[config.mk]
export PLATFORM = sky130hd
export DESIGN_NAME = alu_seq
export DESIGN_NICKNAME = d
export VERILOG_FILES = /design/src/rtl/alu_seq.sv
export SDC_FILE = /design/constraint.sdc
export NUM_CORES = 1
export LEC_CHECK = 0
export CORE_MARGIN = 2
export CORE_UTILIZATION = 51
export DETAILED_ROUTE_END_ITERATION = 12
export PLACE_DENSITY = 0.8
export SLEW_MARGIN = 30
export SYNTH_ARGS = -nofsm -noshare
export SYNTH_HDL_FRONTEND = slang
export SYNTH_SLANG_ARGS = --single-unit
[constraint.sdc]
create_clock -name clk_i -period 2.2 [get_ports clk_i]
set_input_delay 0.33 -clock clk_i [delete_from_list [all_inputs] [get_ports clk_i]]
set_output_delay 0.33 -clock clk_i [all_outputs]
set_load 0.02 [all_outputs]
[src/rtl/alu_seq.sv]
// Multi-cycle PDP-8 accumulator/ALU: owns AC and Link and runs one op per start/done handshake.
// The BSW half-swap op is enabled by defining ALU_SEQ_BSW_EN; otherwise op 110 is a 1-step no-op.
//
//   state  | meaning
//   -------+--------------------------------------------------
//   S_IDLE | waiting for start; latches op/dbl/b/ci on start
//   S_EXEC | one step per clock until the step counter hits 1
//   S_DONE | done pulse for one cycle, then back to S_IDLE
module alu_seq #(
    parameter int WIDTH = 12
) (
    input  logic             clk_i,
    input  logic             reset_n_i,
    input  logic             start_i,
    input  logic [2:0]       op_i,
    input  logic             dbl_i,
    input  logic [WIDTH-1:0] b_i,
    input  logic             ci_i,
    output logic [WIDTH-1:0] ac_o,
    output logic             link_o,
    output logic             zero_o,
    output logic             neg_o,
    output logic             busy_o,
    output logic             done_o
);

    localparam int CW = $clog2(WIDTH);

    localparam logic [2:0] OP_ADD  = 3'b000;
    localparam logic [2:0] OP_AND  = 3'b001;
    localparam logic [2:0] OP_RAL  = 3'b010;
    localparam logic [2:0] OP_RAR  = 3'b011;
    localparam logic [2:0] OP_IAC  = 3'b100;
    localparam logic [2:0] OP_LOAD = 3'b101;
`ifdef ALU_SEQ_BSW_EN
    localparam logic [2:0] OP_BSW  = 3'b110;
`endif

    typedef enum logic [1:0] {
        S_IDLE = 2'd0,
        S_EXEC = 2'd1,
        S_DONE = 2'd2
    } state_t;

    state_t            state_q, state_d;
    logic [WIDTH-1:0]  ac_q, ac_d;
    logic              link_q, link_d;
    logic [2:0]        op_q, op_d;
    logic              dbl_q, dbl_d;
    logic [WIDTH-1:0]  b_q, b_d;
    logic              ci_q, ci_d;
    logic [CW-1:0]     steps_q, steps_d;

    logic [CW-1:0]     steps_load;
    logic [WIDTH:0]    sum_add;
    logic [WIDTH:0]    sum_inc;

    always_comb begin
        steps_load = CW'(1);
        case (op_i)
            OP_RAL, OP_RAR: if (dbl_i) steps_load = CW'(2);
`ifdef ALU_SEQ_BSW_EN
            OP_BSW:         steps_load = CW'(WIDTH / 2);
`endif
            default: ;
        endcase
    end

    assign sum_add = {1'b0, ac_q} + {1'b0, b_q} + {{WIDTH{1'b0}}, ci_q};
    assign sum_inc = {1'b0, ac_q} + {{WIDTH{1'b0}}, 1'b1};

    always_comb begin
        state_d = state_q;
        ac_d    = ac_q;
        link_d  = link_q;
        op_d    = op_q;
        dbl_d   = dbl_q;
        b_d     = b_q;
        ci_d    = ci_q;
        steps_d = steps_q;
        case (state_q)
            S_IDLE: begin
                if (start_i) begin
                    op_d    = op_i;
                    dbl_d   = dbl_i;
                    b_d     = b_i;
                    ci_d    = ci_i;
                    steps_d = steps_load;
                    state_d = S_EXEC;
                end
            end
            S_EXEC: begin
                case (op_q)
                    OP_ADD: begin
                        ac_d   = sum_add[WIDTH-1:0];
                        link_d = link_q ^ sum_add[WIDTH];
                    end
                    OP_AND:  ac_d = ac_q & b_q;
                    OP_RAL:  {link_d, ac_d} = {ac_q, link_q};
                    OP_RAR:  {link_d, ac_d} = {ac_q[0], link_q, ac_q[WIDTH-1:1]};
                    OP_IAC: begin
                        ac_d   = sum_inc[WIDTH-1:0];
                        link_d = link_q ^ sum_inc[WIDTH];
                    end
                    OP_LOAD: begin
                        ac_d   = b_q;
                        link_d = ci_q;
                    end
`ifdef ALU_SEQ_BSW_EN
                    // Link stays out of the rotate, so WIDTH/2 steps swap the halves.
                    OP_BSW:  ac_d = {ac_q[WIDTH-2:0], ac_q[WIDTH-1]};
`endif
                    default: ;
                endcase
                if (steps_q == CW'(1)) begin
                    state_d = S_DONE;
                end else begin
                    steps_d = steps_q - CW'(1);
                end
            end
            S_DONE:  state_d = S_IDLE;
            default: state_d = S_IDLE;
        endcase
    end

    always_ff @(posedge clk_i or negedge reset_n_i) begin
        if (!reset_n_i) begin
            state_q <= S_IDLE;
            ac_q    <= '0;
            link_q  <= 1'b0;
            op_q    <= '0;
            dbl_q   <= 1'b0;
            b_q     <= '0;
            ci_q    <= 1'b0;
            steps_q <= '0;
        end else begin
            state_q <= state_d;
            ac_q    <= ac_d;
            link_q  <= link_d;
            op_q    <= op_d;
            dbl_q   <= dbl_d;
            b_q     <= b_d;
            ci_q    <= ci_d;
            steps_q <= steps_d;
        end
    end

    assign ac_o   = ac_q;
    assign link_o = link_q;
    assign zero_o = (ac_q == '0);
    assign neg_o  = ac_q[WIDTH-1];
    assign busy_o = (state_q == S_EXEC);
    assign done_o = (state_q == S_DONE);

endmodule

Word level (Yosys, flattened, before mapping)
Cells that the tools add are included.
- bits in registers: 35
- bits of input ports: 20
- output and inout bits: 17
- logic and storage cells: 49
- $add $sub $neg: 4
- equal/unequal tests: 13
- mux-type cells: 10
- bitwise gates (word level): 3
- reduce and logical (&&, ||, !) cells: 12
- operators with widths (kind ; number):
    $pmux 12 s6 ; 1
    $add 12x1->13 const B ; 1
    $add 12x12->13 ; 1
    $add 13x1->13 ; 1
    $and 12x12->12 ; 1
    $eq 3x2->1 const B ; 4
    $logic_not 12->1 ; 1
    $mux 4 ; 3
    $pmux 4 s2 ; 1
    $reduce_and 2->1 ; 4
    $eq 3x3->1 const B ; 2
    $mux 2 ; 3
    $reduce_bool 6->1 ; 1
    $pmux 1 s5 ; 1
    $reduce_bool 5->1 ; 1
    $eq 4x1->1 const B ; 1
    $ne 2x2->1 const B ; 2
    $pmux 2 s2 ; 1
    $sub 4x1->4 const B ; 1
    $eq 3x1->1 const B ; 1
    $logic_not 3->1 ; 1
    $reduce_and 3->1 ; 1
    $eq 2x1->1 const B ; 1
    $eq 2x2->1 const B ; 1
    other kinds (5) ; 6

Depth between registers and ports, before layout
- depth after elaboration: 5
- gate-level depth with buffers: 10
- mapped depth without buffers: 10

Least setup slack after synthesis
No wires, ideal clock.
- path type: reg2reg
- start: register ac_q[0], in the netlist ac_o[0]
- end: register ac_q[8], in the netlist ac_o[8]
- library setup time: 131 ps
- arrival time: 2287 ps
- data required time: 2069 ps
- setup slack: -218 ps
- stages on the path, launching flop included: 11
- buffers on the path: 0
- clock period less this slack: 2418 ps
- cell sequence: dfrtp_1 > fa_1 > inv_1 > fa_1 > nor2b_4 > o2111ai_2 > nand3_2 > a31oi_4 > xnor2_1 > a221oi_1 > o21ai_1
- word-level cells in the longest chain between the ends: 3
- elaborated cells between the ends (all ways): 4
- classes of those cells: add/sub (3); mux (1)
- ends and longest elaborated chain (element ; RTL line ; text):
    start, declared ; 46 ; logic [WIDTH-1:0] ac_q, ac_d;
    start signal, assigned ; 129 ; ac_q <= '0;
    start signal, assigned ; 138 ; ac_q <= ac_d;
    $add 12x12->13 ; 69 ; assign sum_add = {1'b0, ac_q} + {1'b0, b_q} + {{WIDTH{1'b0}}, ci_q};
    $add 13x1->13 ; 69 ;
    $pmux 12 s6 * ; 93 ; case (op_q)
Every way passes the cells marked *; elsewhere a longest branch is shown, timed or not.
A chain may end at the register's enable or synchronous reset.

Worst setup path in the final report
- start: register ci_q
- end: register link_q, in the netlist link_o
- word-level cells in the longest chain between the ends: 3
- ends and longest elaborated chain (element ; RTL line ; text):
    start, declared ; 51 ; logic ci_q, ci_d;
    start signal, assigned ; 143 ; ci_q <= ci_d;
    $add 13x1->13 ; 69 ;
    $xor 1x1->1 ; 96 ; link_d = link_q ^ sum_add[WIDTH];
    $pmux 1 s5 * ; 93 ;
    end signal, assigned ; 139 ; link_q <= link_d;
    end, declared ; 47 ; logic link_q, link_d;
Marked as above.

==> flow_summary_export.csv <==
group,metric,value,unit
critical_path,crit_arrival,2410,ps
synth,synth_edf_count,0,
route,num_vias,2843,
route,drc,0,
placement,place_area,3470,µm²
synth,synth_ff_type,"dfrtp_1",
route,firstDrtPassIters,5,
finish,diodes,0,
sta,setup_ws,-61.0,ps
synth,postSynthNetCount,373,
floorplanning,die_h,79.7,µm
route,wirelength,7.96,mm
synth,synth_compound_area_share,24.0,%
synth,synth.area.mux_share,9.11,%
critical_path,r2r-start,"ci_q",
synth,netlist-cell-type-count,61,
sta,final-setup-viol-count,5,
synth,synth_fa_ha_area_share,8.22,%
critical_path,critPathCaptureType,"flop",
sta,finalCritPeriodShare,103,%
finish,final_layout_size_suffix_gt1_share,20.8,%
critical_path,r2r_end,"link_o",
critical_path,r2r_slack,-60,ps
critical_path,max_stage_delay,420,ps
synth,ys_warn_count,0,
floorplanning,num_rows,27,
cts,cts.sinks,35,
critical_path,worst-path-stages,11,
sta,holdWs,122,ps
cts,clk_path_buf_depth,2,
critical_path,cp_data_required_time,2350,ps
hold_path,hold_class,"primary input to asynchronous set/reset pin",
grt,overflow,0,
route,vias_per_cell,6.10,
critical_path,r2r.worst_path.cells,11,
floorplanning,die_x,79.7,µm
sta,tightestPinTransition,801,ps
synth,synth_top_family_by_area,"compound AO/OA/AOI/OAI gates",
critical_path,crit_type,"flop to flop",
critical_path,crit_path_cell_trace,"fa_2 > inv_2 > fa_2 > nor2b_4 > o2111ai_2 > nand3_2 > a31oi_4 > buf_4 > o211ai_1 > a21oi_1 > a311oi_1",
route,drtIter0Drc,257,
sta,rsz0062_at_grt,"yes",
synth,syn_area,2920,µm²
grt,grt_pass1_vias,2689,
cts,clk_latency,290,ps
route,antenna_left,0,
cts,clkTransAtPathRegs,70,ps
cts,numCtsBuffers,5,
floorplanning,io_pins,37,
synth,ys_ff_latch,35,
finish,fin_util,65.5,%
synth,yosysSeqAreaShare,30.0,%
finish,nFillCells,461,
grt,grt_pass1_wl,13.1,mm
job,drv_cap,0,
floorplanning,initial_core_util,53.1,%
sta,skew,5.42,ps
synth,synth_area_per_cell,8.73,µm²
cts,clockRootBuffer,"clkbuf_8",
sta,fmax,0.442,GHz
cts,htree_levels,2,
synth,syn_inst,335,
synth,synthXorXnorAreaFrac,5.09,%
finish,final_nets,432,
floorplanning,core-area,5510,µm²
critical_path,crit_top_cell,"fa_2",
run_status,violations,"setup timing",
grt,grt_max_degree,36,
grt,antenna_found_initial,0,
sta,relSlewSlack,46.6,%
placement,dp.cells,454,
critical_path,crit_buf_inv,2,
critical_path,worstPathMaxFanout,3,
finish,syn_to_final_growth,23.3,%
cts,cts_tree,"built",
finish,instances_no_fill,466,
finish,fin_area,3600,µm²
grt,track_usage,26.5,%
route,wire_per_inst,17.1,µm
run_status,status,"finished, violations left",
sta,finalMaxSlewViolations,0,
synth,yosys.area_share.simple,16.0,%
synth,ys_async_sr_fraction,100,%
placement,place_congestion,0.963,
sta,hold_viol,0,
cts,hold_buffers,0,
critical_path,start_kind,"flop",
sta,min_period,2260,ps
floorplanning,die_area,6360,µm²
critical_path,critical-path-slowest-cell,"dfrtp_1",
critical_path,cp-endpoint,"link_o",
placement,portBuffers,36,
critical_path,startpoint,"ci_q",
placement,hpwl,5.80,mm
critical_path,cp_top_family,"adder cells",
==> repair_timing <==
action / CTS / global route
pin swaps: 1 / 10
resized for setup: 7 / 8
setup endpoints to repair: 5 / 7
buffers inserted: 1 / 4
==> sequential cells by signal, indices dropped and copies added (netlist names) <==
register	flops
ac_o	12
b_q	12
ci_q	1
link_o	1
op_q	3
state_q	2
steps_q	4
==> worst min path at each step <==
stage / startpoint / endpoint / slack (ps) / cells past startpoint
floorplan: reset_n_i / ac_o[0] / 30 / 0
global placement: reset_n_i / ac_o[5] / 470 / 1
detailed placement: reset_n_i / ac_o[5] / 460 / 1
CTS: reset_n_i / b_q[3] / 160 / 1
global route: reset_n_i / b_q[5] / 190 / 1
finish: reset_n_i / ac_o[5] / 120 / 1
==> synth_stat cells, types with 3 or more instances <==
cell type  count  area share [%]
nor2_1        36             4.6
dfrtp_1       35              30
a21oi_1       30             5.1
nand2_1       29             3.7
o21ai_0       23             3.9
ha_1          16             6.8
mux2_2        13             5.0
mux2i_1       12             4.1
xnor2_1       12             3.6
inv_1         10             1.3
nand3_1        9             1.5
buf_2          8             1.4
a22oi_1        6             1.5
nor3_1         6             1.0
a21o_1         5             1.3
clkbuf_8       5             2.4
o211ai_1       5             1.3
xor2_1         5             1.5
a221oi_1       4             1.2
clkbuf_1       4            0.51
a311oi_1       3            0.90
nand2b_1       3            0.64
nand4_1        3            0.64
o21a_1         3            0.77
o22ai_1        3            0.64
o31ai_1        3            0.77
==> logic make-up (layout without fill, tap and decap cells) <==
family | after synthesis | count (layout)
AOI/OAI and AO/OA | 104 | 104
xor gates and xnor gates | 17 | 17
adders and majority gates | 18 | 18
buffers and inverters | 36 | 95
DFF | 35 | 35
muxes | 25 | 25
and+or+nand+nor | 100 | 100
==> metal layers <==
| metal | vias up | wire [µm] | share of wire (%) | GRT usage (%) |
|---|---|---|---|---|
| li1 | 1331 | - | - | - |
| met1 | 1344 | 3450 | 43 | 35.6 |
| met2 | 137 | 3760 | 47 | 42.1 |
| met3 | 31 | 511 | 6.4 | 4.52 |
| met4 | 0 | 240 | 3.0 | 10.7 |
| met5 | - | 0 | 0 | 0 |
==> final cells by class <==
cell class	count	area (µm²)	share of cell area, %
multi-input combinational	264	1860	51.5
sequential	35	877	24.3
timing repair buffer	74	648	18.0
tap	72	90.1	2.50
clock buffer	7	76.3	2.12
inverter	14	57.6	1.60
==> per-stage QoR <==
stage               TNS (ps)  setup slack, ps
floorplan                  0             10.3
global placement       -1.31            -1.31
detailed placement      -182            -78.7
CTS                     -147            -78.7
global route            -542             -178
finish                  -153            -61.0
==> layout by cell type (no fill, tap or decap), types with 2 or more instances in the layout <==
master           count
buf_4               37
nor2_1              35
dfrtp_1             34
clkdlybuf4s50_1     34
nand2_1             29
a21oi_1             29
o21ai_0             19
ha_1                16
mux2_2              13
mux2i_1             12
xnor2_1             12
inv_1                9
nand3_1              9
nor3_1               6
a22oi_1              6
o21ai_1              5
a21o_1               5
o211ai_1             5
xor2_1               5
clkbuf_8             5
inv_2                3
o21a_1               3
a221oi_1             3
o22ai_1              3
nand4_1              3
a311oi_1             3
o31ai_1              3
nor4_1               2
a21o_2               2
a221oi_2             2
a211o_1              2
a21oi_2              2
nand2b_1             2
o221ai_1             2
fa_2                 2
clkbuf_1             2
buf_2                2
Power is not shown: default switching activity piles up to over one toggle a cycle in this logic, so the estimate is an artifact.
